--- src/rtl/trigger_pulse_gen.sv ---
// Camera trigger sequencer: delays each accepted bitplane-ready pulse, issues a
// fixed-width trigger, enforces a holdoff, and tracks plane index and status.
module trigger_pulse_gen #(
    parameter int unsigned DELAY_CYCLES   = 3,
    parameter int unsigned PULSE_CYCLES   = 4,
    parameter int unsigned HOLDOFF_CYCLES = 2,
    parameter int unsigned N_BIT_PLANES   = 12
) (
    input  logic        clk,
    input  logic        rst,
    input  logic        send,
    input  logic        enable,
    input  logic        clr_status,
    output logic        trigger,
    output logic        busy,
    output logic        overrun,
    output logic [15:0] trig_count,
    output logic [7:0]  plane_idx,
    output logic        frame_done
);

    typedef enum logic [1:0] {
        S_IDLE,
        S_DELAY,
        S_PULSE,
        S_HOLDOFF
    } state_t;

    localparam logic [15:0] DLY_LOAD   = (DELAY_CYCLES   == 0) ? 16'd0 : 16'(DELAY_CYCLES - 1);
    localparam logic [15:0] PLS_LOAD   = 16'(PULSE_CYCLES - 1);
    localparam logic [15:0] HLD_LOAD   = (HOLDOFF_CYCLES == 0) ? 16'd0 : 16'(HOLDOFF_CYCLES - 1);
    localparam logic [7:0]  LAST_PLANE = 8'(N_BIT_PLANES - 1);

    state_t      state_q, state_d;
    logic [15:0] cnt_q, cnt_d;
    logic        trigger_q, trigger_d;
    logic        busy_q, busy_d;
    logic        overrun_q, overrun_d;
    logic [15:0] trig_count_q, trig_count_d;
    logic [7:0]  plane_idx_q, plane_idx_d;
    logic        frame_done_q, frame_done_d;

    logic send_ok;
    logic pulse_entry;
    logic pulse_exit;

    assign send_ok = send & enable;

    // NOTE: every always_comb output gets a default first so no path can infer a latch.
    always_comb begin
        state_d     = state_q;
        cnt_d       = cnt_q;
        pulse_entry = 1'b0;
        pulse_exit  = 1'b0;

        case (state_q)
            S_IDLE: begin
                if (send_ok) begin
                    if (DELAY_CYCLES == 0) begin
                        state_d     = S_PULSE;
                        cnt_d       = PLS_LOAD;
                        pulse_entry = 1'b1;
                    end else begin
                        state_d = S_DELAY;
                        cnt_d   = DLY_LOAD;
                    end
                end
            end
            S_DELAY: begin
                if (cnt_q == 16'd0) begin
                    state_d     = S_PULSE;
                    cnt_d       = PLS_LOAD;
                    pulse_entry = 1'b1;
                end else begin
                    cnt_d = cnt_q - 16'd1;
                end
            end
            S_PULSE: begin
                if (cnt_q == 16'd0) begin
                    pulse_exit = 1'b1;
                    if (HOLDOFF_CYCLES == 0) begin
                        state_d = S_IDLE;
                        cnt_d   = 16'd0;
                    end else begin
                        state_d = S_HOLDOFF;
                        cnt_d   = HLD_LOAD;
                    end
                end else begin
                    cnt_d = cnt_q - 16'd1;
                end
            end
            S_HOLDOFF: begin
                if (cnt_q == 16'd0) begin
                    state_d = S_IDLE;
                end else begin
                    cnt_d = cnt_q - 16'd1;
                end
            end
            default: begin
                state_d = S_IDLE;
                cnt_d   = 16'd0;
            end
        endcase

        // Outputs are decoded from the next state so they register alongside it.
        trigger_d = (state_d == S_PULSE);
        busy_d    = (state_d != S_IDLE);

        // A dropped send wins over a simultaneous clear.
        if (send_ok && (state_q != S_IDLE)) begin
            overrun_d = 1'b1;
        end else if (clr_status) begin
            overrun_d = 1'b0;
        end else begin
            overrun_d = overrun_q;
        end

        trig_count_d = (clr_status ? 16'd0 : trig_count_q) + {15'd0, pulse_entry};

        plane_idx_d  = plane_idx_q;
        frame_done_d = 1'b0;
        if (pulse_exit) begin
            if (plane_idx_q == LAST_PLANE) begin
                plane_idx_d  = 8'd0;
                frame_done_d = 1'b1;
            end else begin
                plane_idx_d = plane_idx_q + 8'd1;
            end
        end
    end

    // NOTE: state registers use non-blocking assignments so all flops update together.
    always_ff @(posedge clk or posedge rst) begin
        if (rst) begin
            state_q      <= S_IDLE;
            cnt_q        <= 16'd0;
            trigger_q    <= 1'b0;
            busy_q       <= 1'b0;
            overrun_q    <= 1'b0;
            trig_count_q <= 16'd0;
            plane_idx_q  <= 8'd0;
            frame_done_q <= 1'b0;
        end else begin
            state_q      <= state_d;
            cnt_q        <= cnt_d;
            trigger_q    <= trigger_d;
            busy_q       <= busy_d;
            overrun_q    <= overrun_d;
            trig_count_q <= trig_count_d;
            plane_idx_q  <= plane_idx_d;
            frame_done_q <= frame_done_d;
        end
    end

    assign trigger    = trigger_q;
    assign busy       = busy_q;
    assign overrun    = overrun_q;
    assign trig_count = trig_count_q;
    assign plane_idx  = plane_idx_q;
    assign frame_done = frame_done_q;

endmodule

--- config.mk ---
export PLATFORM = sky130hd
export DESIGN_NAME = trigger_pulse_gen
export DESIGN_NICKNAME = d
export VERILOG_FILES = /design/src/rtl/trigger_pulse_gen.sv
export SDC_FILE = /design/constraint.sdc
export NUM_CORES = 1
export LEC_CHECK = 0
export ABC_AREA = 1
export BUFFER_PORTS_ARGS = -buffer_cell sky130_fd_sc_hd__buf_2
export CAP_MARGIN = 20
export CORE_UTILIZATION = 30
export CTS_BUF_LIST = sky130_fd_sc_hd__clkbuf_8
export CTS_CLUSTER_DIAMETER = 200
export DETAILED_ROUTE_END_ITERATION = 7
export GPL_TIMING_DRIVEN = 1
export PLACE_DENSITY_LB_ADDON = 0.3
export SLEW_MARGIN = 5
export SYNTH_ARGS = -nofsm -noshare
export SYNTH_HDL_FRONTEND = slang
export SYNTH_SLANG_ARGS = --single-unit
--- constraint.sdc ---
create_clock -name clk -period 2.8 [get_ports clk]
set_input_delay 0.14 -clock clk [delete_from_list [all_inputs] [get_ports clk]]
set_output_delay 0.14 -clock clk [all_outputs]
set_load 0.03 [all_outputs]
==> metrics.md, run 1 <==
| Metric | Value |
|---|---|
| Switching Power | between 0.2 and 0.3 mW |
| Hold slack final | 142.0 ps |
| Gr usage total | 13.33% |
| Cell-internal power | 0.9358 mW |
| Placer Congestion | 0.8145 |
| Final min period | 2443 ps |
| Final WL | 6018 um |
| Number of synthesized flops with an enable pin | 0 |
| WP data arrival | between 2000 and 3000 ps |
| HP Start | send |
| N_diodes | 0 |
| Combinational Power Share | 2.7% |
| First-pass DRT Iterations | 5 |
| Detailed Route Iter0 Violations | 128 |
| Leak Pwr | between 1.5 and 2 nW |
| TritonCTS clock tree | built |
| Sequential power share | 55.7% |
| Pwr Total | 1.196 mW |
| Max IR drop VDD | 0.0001688 V |
| First-pass GRT wire length | approximately 11000 um |
| Reg2reg start | cnt_q[0] |
| Max incr delay on CP | 380 ps |
| Clock Tree Root | clkbuf_8 |
| WS Path Type | reg -> reg |
| Num Clock Sinks | 46 |
| Register area share after synthesis | about two fifths |
| Synth area leader | dfrtp_1 |
| Top cells by area, synth | dfrtp_1 (41%), nand2_1 (12%), nor2_1 (7.3%) |
| Area of the mapped netlist | about 0.0028 mm2 |
| CTS max path bufs | 2 |
| Antenna Violating Nets Remaining | 0 |
| Synthesis Warnings | 0 |
| Status | completed |
| H-tree levels | 2 |
| Vias | between 2000 and 2500 |
| Worst-margin pin slew | 465.7 ps |
| Layout fillers | between 900 and 1000 |
| Setup TNS | 0 ps |
| Post-Syn Area per Cell | about 7.8 um2 |
| Setup crit end kind | flip-flop |
| Die Area | roughly 0.0098 mm2 |
| Main synth FF type | dfrtp_1 |
| WP buf/inv | 1 |
| Yosys top cell area share | 40.96% |
| DRC Markers | 0 |
| Startpoint types | flip-flop |
| Area Overhead vs Synth | 13.45% |
| Worst Hold Class | in -> reg |
| Power Dens Cells | between 300 and 400 mW/mm2 |
| Vias/cell | 4.617 |
| Top Ports | 33 |
| Reg clk slew, reported paths | about 90 ps |
| Row count | 34 |
| Clk network pwr share | 41.7% |
| Final hold vios | 0 |
| CP top delay family | simple AND/OR/NAND/NOR gates |
| DIE WIDTH | 98.79 um |
| Critical path, cell by cell | inv_1, ha_1, nand2_2, nor2_8, nand3_1, nor2_1, ha_1, nand2_1, nor3_4, nand2_1, nor2_2, nand3_1, xor2_1 |
| Die height | 98.79 um |
| CP Data Required Time | about 3000 ps |
| Initial antenna violation count | 0 |
| Input/output buffers | 32 |
| Vias in the first global route | between 2000 and 2500 |
| # nets final | 402 |
| Total gr overflow | 0 |
| Sw Ratio | 21.75% |
| Mapped Cells | 358 |
| Final cycle utilization of the critical path | 87.27% |
| Post-DP HPWL | 4397 um |
| Worst-Skew Late Latency | ~300 ps |
| RSZ-0062 raised after global routing | no |
| Worst slew margin | 68.84% |
| Synthesized flop and latch total | 46 |
| Asr flop ratio synth | between 90% and 100% |
| Synth cell types | 33 |
| Post-CTS resize count | 0 |
| Layout cell share with drive strength beyond 1 | 19.59% |
| Starting Density | 31.61% |
| Worst Path Max Fanout | 5 |
| Num CTS Buffers | 5 |
| Final Max Tran Viols | 0 |
| Largest net degree at the start of global routing | between 40 and 50 |
| Number of setup violations in the final report | 0 |
| Max-capacitance violation count | 0 |
| Fmax | 0.4093 GHz |
| Setup crit start | cnt_q[0] |
| Setup ws final | 356.5 ps |
| Core area | 0.008891 mm2 |
| Pre-CTS setup slack | 370.1 ps |
| Syn_nets | around 370 |
| Critical-path top delay cell | dfrtp_1 |
| Final Skew | around 9 ps |
| Post-DR wirelength/cell | approximately 12 um |
-- layout make-up --
class,count,area (um2),share of cell area (%)
multi-input cells,255,1413,44.31
flip-flops and latches,46,1151,36.11
repair buffers,34,190.2,5.965
inverters,50,188.9,5.926
well taps,108,135.1,4.239
clock buffers,5,68.82,2.159
clock inverters,3,41.29,1.295
-- cells by family after synthesis --
logic type	synth area share (%)
compound gates	4.853
buf+inv	8.771
fa+ha+maj	2.226
flops	40.96
simple gates	38.51
xor+xnor	4.675
-- metrics by stage --
stage	util (%)	instance area, um2	instances
floorplan	-	2810	358
global placement	34.28	3048	491
detailed placement	34.28	3048	491
CTS	35.52	3158	499
global route	35.86	3188	501
finish	35.86	3188	501
-- power groups by stage --
stage	clock [mW]	sequential, mW	combinational (mW)
2_1_floorplan	0	0.681	0.0158
3_3_place_gp	0	0.679	0.0285
3_5_place_dp	0	0.679	0.0289
4_1_cts	0.519	0.666	0.0291
5_1_grt	0.541	0.666	0.0360
6_report	0.498	0.666	0.0317
-- placed cells by master, fill, tap and decap left out, types with 2 or more instances in the layout --
cell type	synthesis	final
xor2_1	10	10
nand4_1	12	12
nor2_2	7	7
o2111ai_1	5	5
inv_1	46	46
inv_2	2	3
a21oi_2	4	4
buf_2	1	32
a21oi_1	3	3
ha_1	5	5
nand2_2	3	3
nor2_4	6	6
nand3_4	3	3
nand2_1	87	87
nor2_8	2	2
nand2_4	3	3
nor2_1	55	55
clkbuf_8	0	5
o21ai_1	2	2
xnor2_1	5	5
nor3_1	8	8
o21ai_0	5	5
dfrtp_1	46	46
nand3_1	24	24
-- routing by layer --
metal	GRT usage (%)	wire length, um	vias up
li1	-	-	1204
met1	18.96	3082	1061
met2	19.96	2639	41
met3	2.199	185	7
met4	5.741	110	0
met5	0	0	-
-- flip-flops by register name (all words and copies together), names as in the netlist --
signal      cells
cnt_q          16
trig_count     16
plane_idx       8
state_q         2
busy            1
frame_done      1
overrun         1
trigger         1
-- synth_stat cells (2+ instances only) --
cell       number
inv_1          46
o21ai_0         5
nor2_8          2
xor2_1         10
a21oi_2         4
nor3_1          8
a21oi_1         3
nand4_1        12
nand3_1        24
ha_1            5
nor2_1         55
nand2_4         3
nand2_1        87
nand2_2         3
buf_6           2
o21ai_1         2
nor2_2          7
inv_2           2
nor2_4          6
xnor2_1         5
nand3_4         3
dfrtp_1        46
o2111ai_1       5
buf_4           4
-- tightest hold or removal path, cell delays in order --
cell and delay [ps]:
buf_2 90, nand3_1 70, nand3_1 110
-- repair_timing --
action	CTS	global route
buffers inserted	0	0
endpoints found under the hold margin	0	36
hold buffers	0	1
setup endpoints to repair	0	0
-- final timing paths --
path                                  end  slack [ps]  cells after the start
max                        trig_count[11]         360                     13
min                            state_q[0]         140                      3
max reg2reg                trig_count[11]         360                     13
min reg2reg                 trig_count[3]         520                      1
max in group asynchronous       cnt_q[13]        2090                      4
min in group asynchronous  trig_count[15]         250                      3
(Power assumes the default switching activity.)
==> run 2, diff against run 1 <==
CORE_UTILIZATION = 43   (was 30)
PLACE_DENSITY = 0.66   (was not set)
PLACE_DENSITY_LB_ADDON = not set   (was 0.3)
==> metrics.md, run 2 (synthesis gave the netlist of run 1 again) <==
| Metric | Value |
|---|---|
| H-tree levels | 2 (unchanged) |
| DRC Markers | 0 (unchanged) |
| Vias | 2305 (-0.35%) |
| Post-DP HPWL | 4127 um (-6.2%) |
| WS Path Type | reg -> reg |
| Initial antenna violation count | 0 (unchanged) |
| Largest net degree at the start of global routing | 47 (unchanged) |
| Setup TNS | 0 ps (unchanged) |
| CP Data Required Time | 3020 ps (+20 ps) |
| Max-capacitance violation count | 0 (unchanged) |
| Worst Hold Class | in -> reg |
| Final core occ | 49.39% (+14 points) |
| Clock Tree Root | clkbuf_8 |
| Fmax | 0.4168 GHz (+1.8%) |
| Num CTS Buffers | 5 (unchanged) |
| First-pass DRT Iterations | 4 (-1) |
| Hold depth | 3 (unchanged) |
| Global Route met2 Usage | 28.99% (+9.0 points) |
| Row count | 29 (-15%) |
| Worst-margin pin slew | 459.2 ps (-6.497 ps) |
| Met1 Use GR | 23.46% (+4.5 points) |
| Flop2flop setup slack | 400 ps (+40 ps) |
| N_diodes | 0 (unchanged) |
| Post-route insts no fill | 469 (-6.4%) |
| GRT Max-Usage Layer | met2 |
| Reg2reg end | trig_count[10] |
| Top Ports | 33 (unchanged) |
| DIE WIDTH | 82.84 um (-16%) |
| Core area | 0.006314 mm2 (-29%) |
| # nets final | 402 (unchanged) |
| Reg2reg start | cnt_q[0] |
| Die Area | 0.006862 mm2 (-30%) |
| Status | completed |
| Worst Reg-to-Reg Cells | 13 (unchanged) |
| Detailed Route Iter0 Violations | 70 (-45%) |
| Total gr overflow | 0 (unchanged) |
| Post-DR wirelength/cell | 11.78 um (-1.9%) |
| Starting Density | 44.51% (+13 points) |
| Reg clk slew, reported paths | 90 ps (about the same) |
| Input/output buffers | 32 (unchanged) |
| Worst slew margin | 69.28% (+0.43 points) |
| Layout cell share with drive strength beyond 1 | 19.64% (+0.050 points) |
| Worst Path Max Fanout | 5 (unchanged) |
| CTS max path bufs | 2 (unchanged) |
| Pre-CTS setup slack | 396.2 ps (+26.07 ps) |
| Final hold vios | 0 (unchanged) |
| GRT met3 Usage | 3.479% (+1.3 points) |
| Dpl cells | 460 (-6.3%) |
| Startpoint types | flip-flop |
| Final cycle utilization of the critical path | 85.69% (-1.6 points) |
| Pwr Total | 1.085 mW (-9.2%) |
| Number of setup violations in the final report | 0 (unchanged) |
| Commonest non-fill, non-tap cell in the layout | nand2_1 |
| Gr usage total | 17.46% (+4.1 points) |
| Setup crit end kind | flip-flop |
| Setup ws final | 400.8 ps (+44.30 ps) |
| Vias in the first global route | 2220 (-0.58%) |
| Hold worst-path end | state_q[0] |
| First-pass GRT wire length | 9998 um (-4.9%) |
| Worst-Skew Late Latency | 290 ps (about the same) |
| Num Clock Sinks | 46 (unchanged) |
| Power Dens Cells | 348.1 mW/mm2 (-7.2%) |
| HP Start | send |
| Post-CTS resize count | 0 (unchanged) |
| Max IR drop VDD | 0.0002562 V (+52%) |
| Leak Pwr | 1.628 nW (-0.72%) |
| Final min period | 2399 ps (-44.30 ps) |
| Final WL | 5527 um (-8.2%) |
| Placer Congestion | 0.8219 (+0.91%) |
| RSZ-0062 raised after global routing | no |
| Vias/cell | 4.915 (+6.5%) |
| Layout fillers | 644 (-29%) |
| Commonest non-fill, non-tap cells in the layout | nand2_1 (87), nor2_1 (55), dfrtp_1 (46), inv_1 (45), buf_2 (32) |
| Die height | 82.84 um (-16%) |
| Antenna Violating Nets Remaining | 0 (unchanged) |
| TritonCTS clock tree | built |
| Final Skew | 10.54 ps (+1.283 ps) |
| Area Overhead vs Synth | 10.95% |
| Final Max Tran Viols | 0 (unchanged) |
| WP data arrival | 2620 ps (-20 ps) |
run 2: per-layer routing:
layer  up-vias  part of all wire, %
li1       1195                    -
met1      1071                   50
met2        32                   46
met3         7                  2.9
met4         0                  1.1
met5         -                    0
run 2: per-stage QoR:
step	area (um2)	hold WS (ps)
final	3118	142.4
after floorplan	2810	321.5
after global placement	3009	427.3
after global routing	3118	159.3
after detailed placement	3009	433.7
after CTS	3088	108.7
run 2: report_power, final:
part	switching (mW)	internal (mW)	total, mW
clock network	0.220	0.168	0.388
registers	0.000652	0.665	0.666
logic	0.0238	0.00774	0.0315
run 2: worst max-delay path, stage by stage, from the launching register on:
cell and delay (ps):
dfrtp_1 380, inv_1 130, ha_1 200, nand2_2 100, nor2_8 170, nand3_1 140
nor2_1 140, ha_1 180, ha_1 180, nand2_1 80, nor2_1 240, nand2_1 130
nor2_1 130, xnor2_1 130
run 2: timing repair:
item / 4_1_cts / 5_1_grt
setup buffers: 0 / 0
endpoints found under the hold margin: 0 / 16
hold buffers: 0 / 1
setup endpoints to repair: 0 / 0
run 2: how the worst max path moves through the flow:
stage,start,end,cells past startpoint
2_1_floorplan,cnt_q[0],trig_count[11],13
3_3_place_gp,cnt_q[0],trig_count[11],13
3_5_place_dp,cnt_q[0],trig_count[11],13
4_1_cts,cnt_q[0],trig_count[11],13
5_1_grt,cnt_q[0],trig_count[10],13
6_report,cnt_q[0],trig_count[10],13
run 2: layout make-up:
cell class | instances | area [um2] | share of cell area [%]
clock buffers | 5 | 68.82 | 2.207
clock inverters | 2 | 10.01 | 0.3210
inverters | 50 | 188.9 | 6.059
multi-input cells | 255 | 1413 | 45.30
flip-flops and latches | 46 | 1151 | 36.92
well taps | 77 | 96.34 | 3.090
repair buffers | 34 | 190.2 | 6.100
